### src/rtl/fma_scheduler.sv
// fma_scheduler
// Shares one posit fused multiply-add unit between two requesters.
// A request is granted in IDLE (round-robin on contention), its operands are
// parked on the fma_* outputs for LAT cycles, the FMA result is captured and
// held on rsp_* until the consumer takes it, then the block returns to IDLE.
//
// Ports
//   clk, rst_n                      clock (rising edge), async active-low reset
//   req_valid[1:0] / req_ready[1:0] per-requester request handshake
//   req_in1/2/3 [2*N-1:0]           operands, requester i at [i*N +: N]
//   req_op_N, req_op_sub [1:0]      per-requester negate / subtract controls
//   rsp_valid / rsp_ready           result handshake
//   rsp_id, rsp_data[N-1:0]         owner of the result and the result itself
//   fma_in1/2/3, fma_op_N/op_sub    operands and controls to the shared FMA
//   fma_out[N-1:0]                  combinational FMA result
//   busy                            high whenever the block is not IDLE
module fma_scheduler #(
    parameter int N   = 32,
    parameter int ES  = 2,
    parameter int LAT = 1
) (
    input  logic           clk,
    input  logic           rst_n,
    input  logic [1:0]     req_valid,
    output logic [1:0]     req_ready,
    input  logic [2*N-1:0] req_in1,
    input  logic [2*N-1:0] req_in2,
    input  logic [2*N-1:0] req_in3,
    input  logic [1:0]     req_op_N,
    input  logic [1:0]     req_op_sub,
    output logic           rsp_valid,
    input  logic           rsp_ready,
    output logic           rsp_id,
    output logic [N-1:0]   rsp_data,
    output logic [N-1:0]   fma_in1,
    output logic [N-1:0]   fma_in2,
    output logic [N-1:0]   fma_in3,
    output logic           fma_op_N,
    output logic           fma_op_sub,
    input  logic [N-1:0]   fma_out,
    output logic           busy
);

    // ES only matters to the FMA datapath; it is checked here together with
    // the latency range so an illegal configuration fails at elaboration.
    if (LAT < 1 || LAT > 15 || ES < 0) begin : g_bad_params
        $error("fma_scheduler: LAT must be 1..15 and ES non-negative");
    end

    localparam logic [3:0] CNT_LOAD = 4'(LAT - 1);

    typedef enum logic [1:0] {
        IDLE = 2'd0,
        EXEC = 2'd1,
        RESP = 2'd2
    } state_t;

    state_t     state_q;
    state_t     state_d;
    logic [3:0] cnt;
    logic       last_gnt;
    logic       gnt;
    logic       grant_en;
    logic       resp_load;
    logic       resp_clear;

    // Round-robin pick: on contention the requester that did not win last
    // time goes next; otherwise whichever single requester is asking.
    always_comb begin
        gnt = 1'b0;
        if (req_valid == 2'b11) begin
            gnt = ~last_gnt;
        end else begin
            gnt = req_valid[1];
        end
    end

    // Next-state and handshake decode. last_gnt doubles as the index of the
    // operation in flight because it only moves on a grant.
    always_comb begin
        state_d    = state_q;
        req_ready  = 2'b00;
        grant_en   = 1'b0;
        resp_load  = 1'b0;
        resp_clear = 1'b0;
        busy       = (state_q != IDLE);
        unique case (state_q)
            IDLE: begin
                if (|req_valid) begin
                    grant_en       = 1'b1;
                    req_ready[gnt] = 1'b1;
                    state_d        = EXEC;
                end
            end
            EXEC: begin
                if (cnt == 4'd0) begin
                    resp_load = 1'b1;
                    state_d   = RESP;
                end
            end
            RESP: begin
                if (rsp_ready) begin
                    resp_clear = 1'b1;
                    state_d    = IDLE;
                end
            end
            default: state_d = IDLE;
        endcase
    end

    // State register.
    always_ff @(posedge clk or negedge rst_n) begin
        if (!rst_n) begin
            state_q <= IDLE;
        end else begin
            state_q <= state_d;
        end
    end

    // Datapath registers: operand capture on a grant, latency countdown in
    // EXEC, result capture at the end of EXEC and release on rsp_ready.
    always_ff @(posedge clk or negedge rst_n) begin
        if (!rst_n) begin
            cnt        <= 4'd0;
            last_gnt   <= 1'b1;
            fma_in1    <= '0;
            fma_in2    <= '0;
            fma_in3    <= '0;
            fma_op_N   <= 1'b0;
            fma_op_sub <= 1'b0;
            rsp_valid  <= 1'b0;
            rsp_id     <= 1'b0;
            rsp_data   <= '0;
        end else begin
            if (grant_en) begin
                fma_in1    <= gnt ? req_in1[2*N-1:N] : req_in1[N-1:0];
                fma_in2    <= gnt ? req_in2[2*N-1:N] : req_in2[N-1:0];
                fma_in3    <= gnt ? req_in3[2*N-1:N] : req_in3[N-1:0];
                fma_op_N   <= req_op_N[gnt];
                fma_op_sub <= req_op_sub[gnt];
                last_gnt   <= gnt;
                cnt        <= CNT_LOAD;
            end else if (state_q == EXEC && cnt != 4'd0) begin
                cnt <= cnt - 4'd1;
            end
            if (resp_load) begin
                rsp_data  <= fma_out;
                rsp_id    <= last_gnt;
                rsp_valid <= 1'b1;
            end else if (resp_clear) begin
                rsp_valid <= 1'b0;
            end
        end
    end

endmodule

### config.mk
export PLATFORM = sky130hd
export DESIGN_NAME = fma_scheduler
export DESIGN_NICKNAME = d
export VERILOG_FILES = /design/src/rtl/fma_scheduler.sv
export SDC_FILE = /design/constraint.sdc
export NUM_CORES = 1
export LEC_CHECK = 0
export CAP_MARGIN = 20
export CELL_PAD_IN_SITES_DETAIL_PLACEMENT = 2
export CELL_PAD_IN_SITES_GLOBAL_PLACEMENT = 2
export CORE_AREA = 2 2 168 170
export DETAILED_ROUTE_END_ITERATION = 10
export DIE_AREA = 0 0 170 172
export GPL_TIMING_DRIVEN = 0
export PLACE_DENSITY = 0.9
export SLEW_MARGIN = 40
export SYNTH_ARGS = -nofsm -noshare
export SYNTH_HDL_FRONTEND = slang
export SYNTH_SLANG_ARGS = --single-unit
### constraint.sdc
create_clock -name clk -period 1.85 [get_ports clk]
set_input_delay 0.37 -clock clk [delete_from_list [all_inputs] [get_ports clk]]
set_output_delay 0.37 -clock clk [all_outputs]
set_load 0.01 [all_outputs]
### After elaboration in Yosys (flattened, before gate mapping)

Cells that the tools add are included.

| storage, ports and cells | value |
|---|---|
| logic and storage cells | 57 |
| bits of input ports | 233 |
| flip-flop bits (word level) | 139 |

| cells by class | value |
|---|---|
| $lt $le $gt $ge | 2 |
| eq/ne operators | 6 |
| reductions and logical operators | 10 |
| mux-type cells | 26 |
| bitwise operators | 1 |
| add/sub/neg operators | 1 |

Operators with widths:

| cell | count |
|---|---|
| 32-bit two-way mux | 3 |
| 1-bit two-way mux | 14 |
| 2-bit two-way mux | 5 |
| 4-bit two-way mux | 2 |
| 2-bit inequality test (second input constant) | 3 |
| 2-bit case mux with 3 select lines | 1 |
| 2-bit nonzero test | 3 |
| 2-bit == test (second input constant) | 2 |
| 4-bit zero test | 1 |
| 4-bit nonzero test | 1 |
| 4-bit by 1-bit subtractor with 4-bit output (second input constant) | 1 |
| 3-bit AND reduction | 1 |
| 2-bit by 1-bit == test with 1-bit output (second input constant) | 1 |
| 1-bit logical AND | 2 |
| 2-bit zero test | 1 |
| 1-bit by 2-bit < comparator with 1-bit output (second input constant) | 1 |
| 2-bit OR reduction | 1 |
| 1-bit demux with 1-bit select | 1 |
| 1-bit greater-or-equal comparator (second input constant) | 1 |
| 1-bit NOT | 1 |

### Longest topological paths before layout

| logic depth | value |
|---|---|
| word-level depth | 8 |
| depth in mapped cells | 6 |
| gate-level depth less buffers | 5 |

### Worst setup path after synthesis

Ideal clock, no wire load.

| timing | value |
|---|---|
| path type | reg-to-output |
| from | register state_q[1] |
| to | output req_ready[1] |
| data required time | 1,480 ps |
| data arrival time | 1,161 ps |
| path slack | 319 ps |
| cell stages (with the launch flop) | 5 |
| buffers on the path | 2 |
| cell sequence | dfrtp_1 -> nor2_4 -> buf_2 -> clkbuf_1 -> and2_1 |

| on the way | value |
|---|---|
| longest elaborated chain between the ends | 2 |

Ends and longest elaborated chain:

| item | RTL line | source |
|---|---|---|
| start, declared | 58 | `state_t state_q;` |
| start signal, assigned | 116 | `state_q <= state_d;` |
| 2-bit zero test | 87 | `unique case (state_q)` |
| 2-bit two-way mux | 87 |  |
| end, declared | 25 | `output logic [1:0] req_ready,` |

Every way passes these cells.

### Worst setup path in the final report

| timing | value |
|---|---|
| from | register last_gnt |
| to | output req_ready[1] |

| on the way | value |
|---|---|
| longest elaborated chain between the ends | 8 |

Ends and longest elaborated chain:

| item | RTL line | source |
|---|---|---|
| start, declared | 61 | `logic last_gnt;` |
| start signal, assigned | 141 | `last_gnt <= gnt;` |
| 1-bit NOT * | 72 | `gnt = ~last_gnt;` |
| 1-bit two-way mux * | 71 | `if (req_valid == 2'b11) begin` |
| 1-bit by 2-bit < comparator with 1-bit output (not written as such) or 1-bit greater-or-equal comparator (tied branches) | 91 | `req_ready[gnt] = 1'b1;` |
| 1-bit logical AND (not written as such) | 91 |  |
| 1-bit two-way mux (not written as such) | 91 |  |
| 1-bit demux with 1-bit select * | 91 |  |
| 2-bit two-way mux * | 89 | `if (\|req_valid) begin` |
| 2-bit two-way mux * | 87 |  |

Mark *: on every way between the ends. The rest lies on a longest branch, timed or not.

==> results by group <==
Logic synthesis
  – Synth unique cells: 27
  – Register area share after synthesis: roughly 60%
  – Mapped cell area: 5960 sq um
  – Cells after Synth: 461
  – Synthesized Nets: 696
  – Syn_area_per_cell: 12.9 sq um
  – Yosys warns: 0
  – FF+latch count, synth: 139

Worst setup path
  – Worst Setup Path Type: reg -> out
  – Worst Path Required: 1.48 ns
  – Worst setup EP type: output port
  – Critical Path Fanout Max: 3
  – Launching point of the worst reg2reg path: state_q[1]
  – Critical path arrival: 1.57 ns
  – Critical Path Source Type: flop
  – Critical path launch point: last_gnt

Route
  – Routed Antenna Nets: 0
  – Vias per cell: 4.82
  – Via Count: 5889
  – DRC violations left: 0
  – Wire length per cell: 23.2 um
  – Total wire length: 28400 um
  – Detailed-router iteration count before antenna repair: 4
  – First DRT Iteration DRCs: approximately 220

Clocking
  – CTS tree: yes
  – Clk buf depth: 2
  – Clk sinks: 139
  – Root buffer cell: clkbuf_16
  – Reg clk slew, reported paths: 0.06 ns
  – H-Tree Depth: 4
  – Num CTS Buffers: 17
  – Skew-Pair Late Insertion Delay: 0.42 ns

Cells and area
  – Share of cells above drive strength 1: 14.5%
  – Nets@finish: between 1000 and 1500
  – Area grow syn2layout: 84.7%
  – Area occupied by multi-input gates: around 2300 sq um
  – FF/Latch Area: roughly 3500 sq um
  – # fillers: 2845

Global routing
  – Vias in the first global route: 6754
  – Initial antenna violation count: 3
  – GR Overflow Total: 0
  – First-pass GRT wire length: 41800 um
  – GRT Overall Usage: 19.1%
  – Pin count of the biggest net entering global routing: about 70

Power
  – Peak VDD IR: 0.569 mV
  – Pwr/cell area: 1640 nW/um^2
  – Static leakage: 0.00485 uW

Run
  – Max cap viols: 0

Place
  – Post-DP HPWL: 21400 um
  – PortBufs: 367
  – Place WS: -1.43 ns
  – Placer Congestion: 0.778

Floorplan
  – CORE AREA: between 20000 and 30000 sq um
  – Number of I/O pins: 368
  – Die footprint: 29200 sq um
  – Die width: 170 um
  – Rows: a little over 60
  – Starting Density: 21.7%
  – Die height: 172 um

STA
  – Relative slew slack: 59.4%
  – Setup slack after layout: -0.0932 ns
  – Crit share post-route: 105%
  – Max Freq: roughly 510 MHz
  – Hold Vio Cnt, Final: 0
  – RSZ-0062 raised after global routing: true
  – Final-report setup violation count: 2
  – Clock skew: 0.0126 ns
  – Crit path time final: 1.94 ns
  – Worst-margin pin slew: a little over 0.6 ns
  – Setup TNS: -0.145 ns
  – Max Slew Vio Count: 0

Status
  – Failing checks: setup timing
  – Status: complete, but fails checks

Worst hold path
  – Worst hold path type: in -> async
[cell usage in the layout, fill, tap and decap left out, types with 4 or more instances in the layout]
cell type / instances
clkdlybuf4s50_1: 361
dfrtp_1: 137
and3_1: 85
a221o_1: 85
mux2_2: 33
o21ai_0: 32
clkbuf_16: 18
mux2i_1: 15
clkbuf_1: 13
clkbuf_2: 12
buf_4: 12
buf_6: 11
buf_2: 5
buf_8: 4
clkinvlp_4: 4
inv_6: 4
[report_power, final]
part | internal (uW) | total (uW) | switching [uW]
logic | 5050 | 8940 | 3890
registers | 4560 | 5520 | 960
clock network | 2150 | 3600 | 1460
[cells in the mapped netlist]
library cell,instances,area [sq um]
nand2b_1,1,6.26
clkinv_1,1,3.75
and2_1,1,6.26
or2b_1,1,7.51
clkbuf_1,30,113
o21ai_0,32,160
a21boi_2,1,11.3
nor2_1,2,7.51
mux2_2,33,372
o21ai_1,2,10.0
or3b_2,1,8.76
ha_1,2,25.0
nand3b_2,1,11.3
buf_6,7,78.8
buf_2,7,35.0
and3_1,86,538
dfrtp_1,138,3450
mux2i_1,17,170
nor3b_2,1,12.5
nand3_1,2,10.0
nand2_1,3,11.3
nor2_4,1,11.3
a21o_1,1,7.51
dfstp_2,1,26.3
nor2b_1,1,6.26
a221o_1,85,851
inv_1,3,11.3
[area by class of cell]
type | instances | share of cell area (%)
antenna | 1 | 0.0227
multi-input combinational | 274 | 20.8
clock buffer | 20 | 3.96
inverter | 4 | 0.250
clock inverter | 12 | 1.49
timing repair buffer | 384 | 35.1
buffer | 42 | 2.82
tap | 346 | 3.93
sequential | 139 | 31.6
[kinds of logic (layout without fill, tap and decap cells)]
group,count (synthesis),count (layout),share of synthesized area (%)
multiplexers,50,50,9.08
adder cells (fa/ha/maj),2,2,0.419
flip-flops,139,139,58.3
buffers and inverters,48,462,4.05
AND/OR/NAND/NOR,101,101,10.7
AO/OA/AOI/OAI,121,121,17.4
other,0,1,0
[metal layers]
metal | global-route usage [%] | share of wire (%) | vias up
li1 | - | - | 2602
met1 | 20.3 | 37 | 2998
met2 | 35.7 | 53 | 248
met3 | 6.36 | 7.6 | 37
met4 | 6.06 | 2.0 | 4
met5 | 0 | 0.099 | -
[final timing paths]
check / slack [ns] / to / cells after the start
setup / recovery: -0.09 / req_ready[1] / 5
hold reg to reg: 0.50 / cnt[0] / 1
setup reg to reg: 0.06 / rsp_data[26] / 5
min in group clk: 0.50 / cnt[0] / 1
max in group asynchronous: 0.95 / fma_in2[29] / 3
hold / removal: 0.33 / rsp_data[8] / 2
[worst max-delay path, stage by stage, from the launching register on]
cell      delay, ns
dfstp_2        0.57
buf_6          0.11
a21boi_4       0.07
buf_6          0.14
and2_4         0.14
buf_6          0.12
[registers in the layout, indices dropped and copies added, names as in the netlist]
name,flops
cnt,4
fma_op_N,1
fma_in2,32
fma_in3,32
state_q,2
rsp_data,32
fma_in1,32
rsp_valid,1
last_gnt,1
rsp_id,1
fma_op_sub,1
[through the flow]
| stage | utilization (%) | power, uW | std cells | area, sq um | hold slack [ns] |
|---|---|---|---|---|---|
| 2_1_floorplan | - | 9030 | 461 | 5960 | 0.0744 |
| 3_3_place_gp | 36.7 | 13700 | 1174 | 10100 | 0.455 |
| 3_5_place_dp | 36.9 | 14100 | 1176 | 10100 | 0.161 |
| 4_1_cts | 40.0 | 18300 | 1221 | 11000 | 0.300 |
| 5_1_grt | 40.1 | 19100 | 1222 | 11000 | 0.315 |
| 6_report | 40.1 | 18100 | 1222 | 11000 | 0.333 |
[repair_timing]
action / CTS / global route
pin swaps: 2 / 3
hold buffers: 1 / 0
endpoints found under the hold margin: 126 / 0
setup buffers: 12 / 2
endpoints found under the setup margin: 106 / 67
resized for setup: 66 / 24
Note: power is estimated with default switching activity, not from simulation.
